`src/rtl/debounce_pkg.sv`:
```
`default_nettype none
// ============================================================================
// Module      : debounce_pkg
// Description : Shared state encoding and default timing for debounce_oneshot.
// Revision    : 1.0 - initial release
// ============================================================================
package debounce_pkg;

    typedef enum logic [1:0] {
        LOW      = 2'd0,
        ARM_HIGH = 2'd1,
        HIGH     = 2'd2,
        ARM_LOW  = 2'd3
    } db_state_e;

    localparam int TICK_CYCLES_DEF  = 100000;
    localparam int STABLE_TICKS_DEF = 10;

    // ARM_LOW still reports high: the level only drops once the low is qualified.
    function automatic logic state_is_high(input db_state_e s);
        return (s == HIGH) || (s == ARM_LOW);
    endfunction

endpackage
`default_nettype wire

```
`src/rtl/debounce_oneshot_tick_gen.sv`:
```
`default_nettype none
// ============================================================================
// Module      : tick_gen
// Description : Free-running divider giving a one-cycle tick every TICK_CYCLES.
// Revision    : 1.0 - initial release
// ============================================================================
module tick_gen
    import debounce_pkg::*;
#(
    parameter int TICK_CYCLES = TICK_CYCLES_DEF
) (
    input  logic clk,
    input  logic rst_n,
    output logic tick
);

    localparam int             CW     = $clog2(TICK_CYCLES);
    localparam logic [CW-1:0]  c_last = CW'(TICK_CYCLES - 1);

    logic [CW-1:0] r_count;
    logic          w_tick;

    assign w_tick = (r_count == c_last);

    always_ff @(posedge clk or negedge rst_n) begin
        if (!rst_n) begin
            r_count <= '0;
        end else if (w_tick) begin
            r_count <= '0;
        end else begin
            r_count <= r_count + 1'b1;
        end
    end

    assign tick = w_tick;

endmodule
`default_nettype wire

```
`src/rtl/debounce_oneshot.sv`:
```
`default_nettype none
// ============================================================================
// Module      : debounce_oneshot
// Description : Synchronize, tick-qualify and edge-detect one raw input.
// Revision    : 1.0 - initial release
// ============================================================================
module debounce_oneshot
    import debounce_pkg::*;
#(
    parameter int TICK_CYCLES  = TICK_CYCLES_DEF,
    parameter int STABLE_TICKS = STABLE_TICKS_DEF
) (
    input  logic clk,
    input  logic rst_n,
    input  logic raw_in,
    output logic db_level,
    output logic db_rise,
    output logic db_fall
);

    localparam int            SW            = $clog2(STABLE_TICKS + 1);
    localparam logic [SW-1:0] c_stable_last = SW'(STABLE_TICKS - 1);
    localparam logic [SW-1:0] c_stable_max  = SW'(STABLE_TICKS);

    logic          r_s1;
    logic          r_s_in;
    logic          w_tick;
    db_state_e     r_state;
    db_state_e     w_state_nxt;
    logic [SW-1:0] r_stable;
    logic [SW-1:0] w_stable_nxt;
    logic          r_level;
    logic          r_rise;
    logic          r_fall;
    logic          w_rise_nxt;
    logic          w_fall_nxt;

    // raw_in is asynchronous; only r_s1 may sample it.
    always_ff @(posedge clk or negedge rst_n) begin
        if (!rst_n) begin
            r_s1   <= 1'b0;
            r_s_in <= 1'b0;
        end else begin
            r_s1   <= raw_in;
            r_s_in <= r_s1;
        end
    end

    tick_gen #(
        .TICK_CYCLES (TICK_CYCLES)
    ) u_tick_gen (
        .clk   (clk),
        .rst_n (rst_n),
        .tick  (w_tick)
    );

    always_ff @(posedge clk or negedge rst_n) begin
        if (!rst_n) begin
            r_state  <= LOW;
            r_stable <= '0;
            r_level  <= 1'b0;
            r_rise   <= 1'b0;
            r_fall   <= 1'b0;
        end else begin
            r_state  <= w_state_nxt;
            r_stable <= w_stable_nxt;
            r_level  <= state_is_high(w_state_nxt);
            r_rise   <= w_rise_nxt;
            r_fall   <= w_fall_nxt;
        end
    end

    // A bounce back to the settled level wins over a tick in the same cycle.
    always_comb begin
        w_state_nxt  = r_state;
        w_stable_nxt = r_stable;
        w_rise_nxt   = 1'b0;
        w_fall_nxt   = 1'b0;
        case (r_state)
            LOW: begin
                if (r_s_in) begin
                    w_state_nxt  = ARM_HIGH;
                    w_stable_nxt = '0;
                end
            end
            ARM_HIGH: begin
                if (!r_s_in) begin
                    w_state_nxt = LOW;
                end else if (w_tick) begin
                    if (r_stable == c_stable_last) begin
                        w_state_nxt = HIGH;
                        w_rise_nxt  = 1'b1;
                    end else if (r_stable != c_stable_max) begin
                        w_stable_nxt = r_stable + 1'b1;
                    end
                end
            end
            HIGH: begin
                if (!r_s_in) begin
                    w_state_nxt  = ARM_LOW;
                    w_stable_nxt = '0;
                end
            end
            ARM_LOW: begin
                if (r_s_in) begin
                    w_state_nxt = HIGH;
                end else if (w_tick) begin
                    if (r_stable == c_stable_last) begin
                        w_state_nxt = LOW;
                        w_fall_nxt  = 1'b1;
                    end else if (r_stable != c_stable_max) begin
                        w_stable_nxt = r_stable + 1'b1;
                    end
                end
            end
            default: begin
                w_state_nxt = LOW;
            end
        endcase
    end

    assign db_level = r_level;
    assign db_rise  = r_rise;
    assign db_fall  = r_fall;

endmodule
`default_nettype wire

```
`config.mk`:
```
export PLATFORM = sky130hd
export DESIGN_NAME = debounce_oneshot
export DESIGN_NICKNAME = d
export VERILOG_FILES = /design/src/rtl/debounce_pkg.sv /design/src/rtl/debounce_oneshot_tick_gen.sv /design/src/rtl/debounce_oneshot.sv
export SDC_FILE = /design/constraint.sdc
export NUM_CORES = 1
export LEC_CHECK = 0
export ABC_AREA = 1
export ABC_CLOCK_PERIOD_IN_PS = 1750
export CORE_MARGIN = 5
export CORE_UTILIZATION = 50
export DETAILED_ROUTE_END_ITERATION = 8
export GPL_TIMING_DRIVEN = 1
export PLACE_DENSITY = 0.68
export SLEW_MARGIN = 30
export SYNTH_ARGS = -nofsm -noshare
export SYNTH_HDL_FRONTEND = slang
export SYNTH_SLANG_ARGS = --single-unit
```
`constraint.sdc`:
```
create_clock -name clk -period 1.75 [get_ports clk]
set_input_delay 0.175 -clock clk [delete_from_list [all_inputs] [get_ports clk]]
set_output_delay 0.175 -clock clk [all_outputs]
set_load 0.005 [all_outputs]
```
* Yosys cells after proc, flatten, opt, wreduce, memory -nomap -nowiden
Cells that the tools add are included.
Word-level totals: register bits after elaboration 28, bits in latches 0, bits in writable memories 0, bits in read-only memories 0, bits of input ports 3, output and inout port bits 3, logic and storage cells 49, memories 0
Cells by class: add/sub/neg operators 2, $mul 0, divide/modulo/power cells 0, $lt $le $gt $ge 0, equality and inequality tests 12, shift-type cells 0, multiplexer cells 24, bitwise logic cells 0, reduce and logical (&&, ||, !) cells 3
Operators with widths (count):
- 4-bit 2-to-1 mux | 7
- 17-bit by 1-bit adder with 17-bit output, second input constant | 1
- 17-bit equality test, second input constant | 1
- 17-bit 2-to-1 mux | 1
- 2-bit 2-to-1 mux | 8
- 4-bit case mux with 4 select lines | 1
- 2-bit equality test, second input constant | 4
- 2-bit inequality test, second input constant | 4
- 2-bit case mux with 4 select lines | 1
- 1-bit 2-to-1 mux | 6
- 4-bit by 1-bit adder with 4-bit output, second input constant | 1
- 4-bit equality test, second input constant | 1
- 4-bit inequality test, second input constant | 1
- 4-bit AND reduction | 1
- 2-bit by 1-bit equality test with 1-bit output, second input constant | 1
- 2-bit zero test | 1
- 1-bit logical OR | 1

* Logic depth before layout (Yosys ltp)
Gate-level depths: netlist of the first run.
depth after elaboration 7, depth in mapped cells 9, mapped depth without buffers 9

* Modules after synthesis
From an unflattened synthesis of the first run, not the netlist that was laid out.
Second synthesis, totals: cells, all modules 196, area total of the unflattened synthesis 1524.0 µm²
By module, submodules not included:
- tick_gen | times used 1, cells each 138, area an instance 978.4 µm², sequential area each 425.4 µm²
- debounce_oneshot | times used 1, cells each 58, area an instance 545.5 µm², sequential area each 275.3 µm²

* Worst setup path after synthesis of the first run
No wires, ideal clock.
kind register to register, from register u_tick_gen.r_count[0], to register u_tick_gen.r_count[16], setup time 0.127 ns, data arrival time 1.175 ns, data required time 1.623 ns, path slack 0.447 ns, stages on the path, launching flop included 9, buffers on the path 0, period minus slack after synthesis 1.303 ns, path through dfrtp_1 ha_1 nand3_4 nor2_8 nand2_4 nor2_4 nand3_1 nand2_1 nor2_2
On the way: longest elaborated chain between the ends 2, elaborated cells between the ends (all ways) 3, classes of those cells add/sub (1); eq/ne (1); mux (1)
RTL lines:
- from (decl) | RTL line debounce_oneshot_tick_gen.sv:20 | logic [CW-1:0] r_count;
- from (signal assigned) | RTL line debounce_oneshot_tick_gen.sv:31 | r_count <= r_count + 1'b1;
- 17-bit by 1-bit adder with 17-bit output or 17-bit equality test (tied branches) | RTL line debounce_oneshot_tick_gen.sv:31, debounce_oneshot_tick_gen.sv:23
- 17-bit 2-to-1 mux * | RTL line debounce_oneshot_tick_gen.sv:28 | end else if (w_tick) begin
Mark *: on every way between the ends. The rest lies on a longest branch, timed or not. A chain may end at the register's enable or synchronous reset.

* Worst setup path after layout of the first run
from register u_tick_gen.r_count[8], to register r_stable[3]
On the way: longest elaborated chain between the ends 4, elaborated cells between the ends (all ways) 5, classes of those cells eq/ne (1); mux (4)
RTL lines:
- 17-bit equality test * | RTL line debounce_oneshot_tick_gen.sv:23 | assign w_tick = (r_count == c_last);
- 4-bit 2-to-1 mux *
- 4-bit 2-to-1 mux, on equally long branches
- 4-bit case mux with 4 select lines *
- to (signal assigned) | RTL line debounce_oneshot.sv:66 | r_stable <= w_stable_nxt;
- to (decl) | RTL line debounce_oneshot.sv:30 | logic [SW-1:0] r_stable;
Mark *: on every way between the ends. The rest lies on a longest branch, timed or not. The select of a mux whose other input is x is not followed.

==> results of run 1 <==
[sequential cells by signal, summed over array words and instances, names as in the netlist]
| name | cells |
|---|---|
| db_fall | 1 |
| db_level | 1 |
| db_rise | 1 |
| r_s1 | 1 |
| r_s_in | 1 |
| r_stable | 4 |
| r_state | 1 |
| u_tick_gen.r_count | 17 |
[worst min-delay path by stage]
| stage | from | end | cells past startpoint |
|---|---|---|---|
| floorplan | rst_n | db_fall$_DFF_PN0_ | 0 |
| global placement | r_s1$_DFF_PN0_ | r_s_in$_DFF_PN0_ | 0 |
| detailed placement | r_s1$_DFF_PN0_ | r_s_in$_DFF_PN0_ | 0 |
| CTS | rst_n | r_stable[3]$_DFFE_PN0P_ | 2 |
| global route | rst_n | r_stable[3]$_DFFE_PN0P_ | 2 |
| finish | rst_n | r_stable[3]$_DFFE_PN0P_ | 2 |
[layer usage]
metal / routed length [um] / GRT usage / share of wire / up-vias
li1: - / - / - / 599
met1: 1312 / 0.2090 / 0.49 / 542
met2: 1205 / 0.2345 / 0.45 / 20
met3: 118 / 0.02977 / 0.044 / 5
met4: 45 / 0.05277 / 0.017 / 0
met5: 0 / 0 / 0 / -
[final cells by class]
cell class	count	area [um^2]
fill	273	1205
multi-input combinational	129	689.4
sequential	27	675.6
inverter	30	112.6
timing repair buffer	6	57.56
tap	31	38.79
clock buffer	4	26.28
[critical path, stage by stage (launching register included)]
cell	delay, ns
dfrtp_1	0.44
inv_1	0.15
nand2_1	0.07
nor2_1	0.11
nand2_1	0.07
nor2_2	0.19
nand3_2	0.17
nand2_2	0.13
nand2_1	0.06
nand2_1	0.05
[stage by stage]
step,instance area (um^2),setup slack (ns),std cells
after floorplan,1478,0.4474,186
after global placement,1574,0.3171,223
after detailed placement,1574,0.2934,223
after CTS,1600,0.2520,227
after global routing,1600,0.08064,227
final,1600,0.2709,227
[logic make-up (layout without fill, tap and decap cells)]
family,after synthesis,count (layout)
XOR/XNOR,8,8
buffers and inverters,30,40
AO/OA/AOI/OAI,7,7
flip-flops,27,27
AND/OR/NAND/NOR,110,110
adder cells (fa/ha/maj),4,4
[synthesized netlist by cell type]
master,count,share of area
nand2_1,47,0.12
inv_1,30,0.076
dfrtp_1,27,0.46
nor2_1,24,0.061
nand3_1,14,0.047
xor2_1,8,0.047
nand4_1,7,0.030
nor3_1,5,0.017
a21oi_1,4,0.014
ha_1,4,0.034
nand2_2,2,0.0085
nor2_2,2,0.0085
o21ai_0,2,0.0068
a31o_2,1,0.0059
and2_2,1,0.0051
and3_1,1,0.0042
nand2_4,1,0.0076
nand3_2,1,0.0068
nand3_4,1,0.012
nor2_4,1,0.0076
nor2_8,1,0.014
nor3_2,1,0.0068
or2_2,1,0.0042
[power groups by stage]
stage / Clock, W / Sequential, W / Combinational, W
after global placement: 0 / 0.000664 / 0.0000603
final: 0.000272 / 0.000653 / 0.0000600
after detailed placement: 0 / 0.000665 / 0.0000612
after global routing: 0.000318 / 0.000656 / 0.0000742
after CTS: 0.000278 / 0.000653 / 0.0000612
after floorplan: 0 / 0.000661 / 0.0000360
==> results.ini, run 1 <==
[cts]
cts_tree = yes
cts_hold_buffers = 0
worstSkewPairLatency_ns = 0.33
ctsHtreeMaxLevel = 1
cts_resized = 0
clockBufferDepth = 2
numClockSinks = 27
clk_pin_slew_ns = 0.14
cts_buffers = 3
cts_setup_buffers = 0
root_buffer = clkbuf_4

[timing]
maxSlewViolCount = 0
max_freq_ghz = 0.6761
holdWs_ns = 0.1796
worst_pin_slew_ns = 0.3829
rsz0062_at_grt = no
finalClockSkew_ns = 0.009795
fin_setup_tns_ns = 0
slew-limit-headroom = 0.7438
post-route-min-period_ns = 1.479
setup_viol = 0
fin_crit_sh = 0.8452
final-hold-violation-count = 0

[cells_and_area]
post-route-util = 0.5705
antenna_cells = 0
final_layout_size_suffix_gt1_frac = 0.08673
area_growth_syn_to_layout_pct = 8.298
mostFrequentLayoutCells = nand2_1 (47), inv_1 (30), dfrtp_1 (27)
finalNetCount = 204
layout.cells.most_common = nand2_1

[worst_setup_path]
critPathArrivalTime_ns = 1.77
worstSetupStartpoint = u_tick_gen.r_count[8]$_DFF_PN0_
worst-path-max-fanout = 5
r2r_start = u_tick_gen.r_count[8]$_DFF_PN0_
worstSetupStartpointType = register
required_ns = 2.04
endpoint = r_stable[3]$_DFFE_PN0P_
rr_worst_depth = 9
rr_endpoint = r_stable[3]$_DFFE_PN0P_
critPathKind = register to register
ff2ff_setup_slack_ns = 0.27
crit_path_end_kind = register

[power_and_ir_drop]
pwr-share-clk = 0.276
p_leak_nw = 0.7980
ir_drop_mv = 0.3856
p_sw_w = 0.0002354
p_int_w = 0.0007501
sw_frac_of_total = 0.2389
pwr-share-comb = 0.061
power_density_mw_per_mm2 = 615.8
seqPwrFrac = 0.663
total_power_w = 0.0009855

[global_route]
grt_pass1_wl_mm = 5.009
antenna_found_initial = 0
grt_pass1_vias = 1146
grt_max_degree = 28
grt_util_all_layers = 0.1506
globalRouteOverflowTotal = 0

[synth]
synth_compound_area_frac = 0.02625
synth-xor-area-share = 0.04742
synth-warning-count = 0
synthAdderAreaFrac = 0.03387
seq_area_frac_synth = 0.4572
syn_inst = 186
synth_top_family_by_area = simple AND/OR/NAND/NOR gates
synth_cell_types = 23
synthMuxAreaShare = 0
synth_nets = 193
yosys.area_share.simple = 0.3590
synth_area_mm2 = 0.001478
syn_area_per_cell_um2 = 7.944
synth_seq_cells = 27

[routing]
drt_iter0_markers = 90
vias_per_cell = 5.137
routed_wl_mm = 2.681
ant_nets = 0
routedWlPerCell_um = 11.81
drc = 0
first_pass_iters = 4
dr_total_vias = 1166

[floorplanning]
rows = 19
start_util = 0.5268
core_mm2 = 0.002805
die_w_um = 64.36
die_y_um = 64.36
fp.dieArea_mm2 = 0.004142
io_pins = 6

[outcome]
status = finished, final reports clean

[placed_design]
portBuffers = 5
gp_congestion = 0.9154
dp_hpwl_mm = 2.036

[min_path]
hold_class = primary input to async pin

[flow_run]
drv_cap = 0

(Power assumes the default switching activity.)
==> run 2, diff against run 1 <==
ABC_CLOCK_PERIOD_IN_PS = 1300   (was 1750)
PLACE_DENSITY = 0.7   (was 0.68)
clock period = 1.3 ns   (was 1.75 ns; I/O delays follow)
==> run 2 against run 1 <==
- the run now ends with negative setup slack left
- register-to-register slack worse by 0.40 ns
- total power up 39%
- count of clock-buffer cells in the layout is the same
- critical endpoint is now db_level$_DFF_PN0_
- via count is 14% higher
- clock power increased by 36%
==> results.ini, run 2 (synthesized netlist as in run 1, its figures left out) <==
[cts]
clk_pin_slew_ns = 0.14
clockBufferDepth = 2
root_buffer = clkbuf_4
ctsHtreeMaxLevel = 1
cts_buffers = 3
cts_tree = yes
numClockSinks = 27
worstSkewPairLatency_ns = 0.33
cts_hold_buffers = 0

[global_route]
grt_pass1_vias = 1262
use_met3 = 0.03327
antenna_found_initial = 0
grt_util_met1 = 0.2370
globalRouteOverflowTotal = 0
grt_max_degree = 28
top_usage_layer = met2
grt_pass1_wl_mm = 5.644
grt_util_all_layers = 0.1773
grt_use_met2 = 0.2874

[floorplanning]
die_w_um = 64.36
die_y_um = 64.36
io_pins = 6
start_util = 0.5268
core_mm2 = 0.002805
fp.dieArea_mm2 = 0.004142
rows = 19

[routing]
first_pass_iters = 6
ant_nets = 0
drt_iter0_markers = 51
routed_wl_mm = 3.361
dr_total_vias = 1328
routedWlPerCell_um = 12.73
drc = 0
vias_per_cell = 5.030

[worst_setup_path]
endpoint = db_level$_DFF_PN0_
worst-path-max-fanout = 6
worstSetupStartpointType = register
cp_cell_sequence = ha_4, nand3_4, nor2_8, buf_4, buf_4, nand3_2, nand2_1, nand2_1, inv_1
slowest_stage = dfrtp_1
critPathKind = register to register
ff2ff_setup_slack_ns = -0.12
required_ns = 1.59
critPathArrivalTime_ns = 1.71
rr_endpoint = db_level$_DFF_PN0_
crit_path_end_kind = register
r2r_start = u_tick_gen.r_count[0]$_DFF_PN0_
cp_slowest_stage_delay_ns = 0.43
worstSetupStartpoint = u_tick_gen.r_count[0]$_DFF_PN0_
rr_worst_depth = 9

[timing]
fin_crit_sh = 1.096
final-hold-violation-count = 0
maxSlewViolCount = 0
slew-limit-headroom = 0.7774
setup_ws_ns = -0.1246
rsz0062_at_grt = yes
worst_pin_slew_ns = 0.3339
finalClockSkew_ns = 0.001197
max_freq_ghz = 0.7020
setup_viol = 21
post-route-min-period_ns = 1.425
holdWs_ns = 0.1418

[power_and_ir_drop]
power_density_mw_per_mm2 = 683.9
p_leak_nw = 1.026
ir_drop_mv = 0.4790

[min_path]
hold_class = primary input to async pin

[placed_design]
place_area_mm2 = 0.001734
gp_congestion = 0.9490
dp_hpwl_mm = 2.390
dpl.cell_count = 244
portBuffers = 5
place_ws_ns = -0.1033

[cells_and_area]
post-route-util = 0.7159
antenna_cells = 0
largest_reg_flops = 17
nFillCells = 219
final_layout_size_suffix_gt1_frac = 0.3391
finalNetCount = 241
mostFrequentLayoutCells = nand2_1 (43), buf_4 (33), dfrtp_1 (26)
design_area_mm2 = 0.002008
top_register = u_tick_gen.r_count
area_growth_syn_to_layout_pct = 35.90
reg_top3 = u_tick_gen.r_count x17, r_stable x4
layout.cells.most_common = nand2_1
layoutNonFillerInstCount = 264

[outcome]
status = complete, but fails checks
violations = negative setup slack

[flow_run]
drv_cap = 0

## run 2: final cells by class
| class | count | area [um^2] | share of cell area |
|---|---|---|---|
| inverter | 30 | 112.6 | 0.05607 |
| sequential | 27 | 676.9 | 0.3371 |
| clock buffer | 4 | 26.28 | 0.01308 |
| tap | 31 | 38.79 | 0.01931 |
| multi-input combinational | 129 | 803.3 | 0.4000 |
| timing repair buffer | 43 | 350.3 | 0.1745 |
## run 2: worst min path at each step
stage | start | endpoint | cells past startpoint
3_5_place_dp | r_s1$_DFF_PN0_ | r_s_in$_DFF_PN0_ | 0
4_1_cts | rst_n | r_stable[2]$_DFFE_PN0P_ | 2
6_report | rst_n | r_stable[2]$_DFFE_PN0P_ | 2
5_1_grt | rst_n | r_stable[2]$_DFFE_PN0P_ | 2
2_1_floorplan | rst_n | db_fall$_DFF_PN0_ | 0
3_3_place_gp | r_s1$_DFF_PN0_ | r_s_in$_DFF_PN0_ | 0
## run 2: timing repair
action | in CTS | in global routing
pin swaps | 13 | 12
buffers inserted | 7 | 12
resized for setup | 19 | 23
setup endpoints to repair | 23 | 24
cloned | 0 | 0
## run 2: power by group
group          leakage, nW  total (W)  internal [W]  switching [W]
registers            0.352   0.000877      0.000858      0.0000192
clock network       0.0150   0.000369      0.000121       0.000248
logic                0.659   0.000127     0.0000595      0.0000677
## run 2: metal layers
| metal | vias up | share of wire | wire length (um) |
|---|---|---|---|
| met3 | 11 | 0.056 | 187 |
| met4 | 0 | 0.018 | 61 |
| met5 | - | 0 | 0 |
| met2 | 47 | 0.45 | 1528 |
| met1 | 593 | 0.47 | 1583 |
| li1 | 677 | - | - |
## run 2: stage by stage
stage | TNS [ns] | power, W
6_report | -1.350 | 0.001373
2_1_floorplan | 0 | 0.0009379
5_1_grt | -3.618 | 0.001463
4_1_cts | -0.7690 | 0.001375
3_3_place_gp | -0.3112 | 0.0009889
3_5_place_dp | -0.6745 | 0.0009957
## run 2: critical path: cells and delay by family, from the launching register on
family	cells	cell delay, ns
flops	1	0.43
buf+inv	3	0.31
simple gates	5	0.48
fa+ha+maj	1	0.16
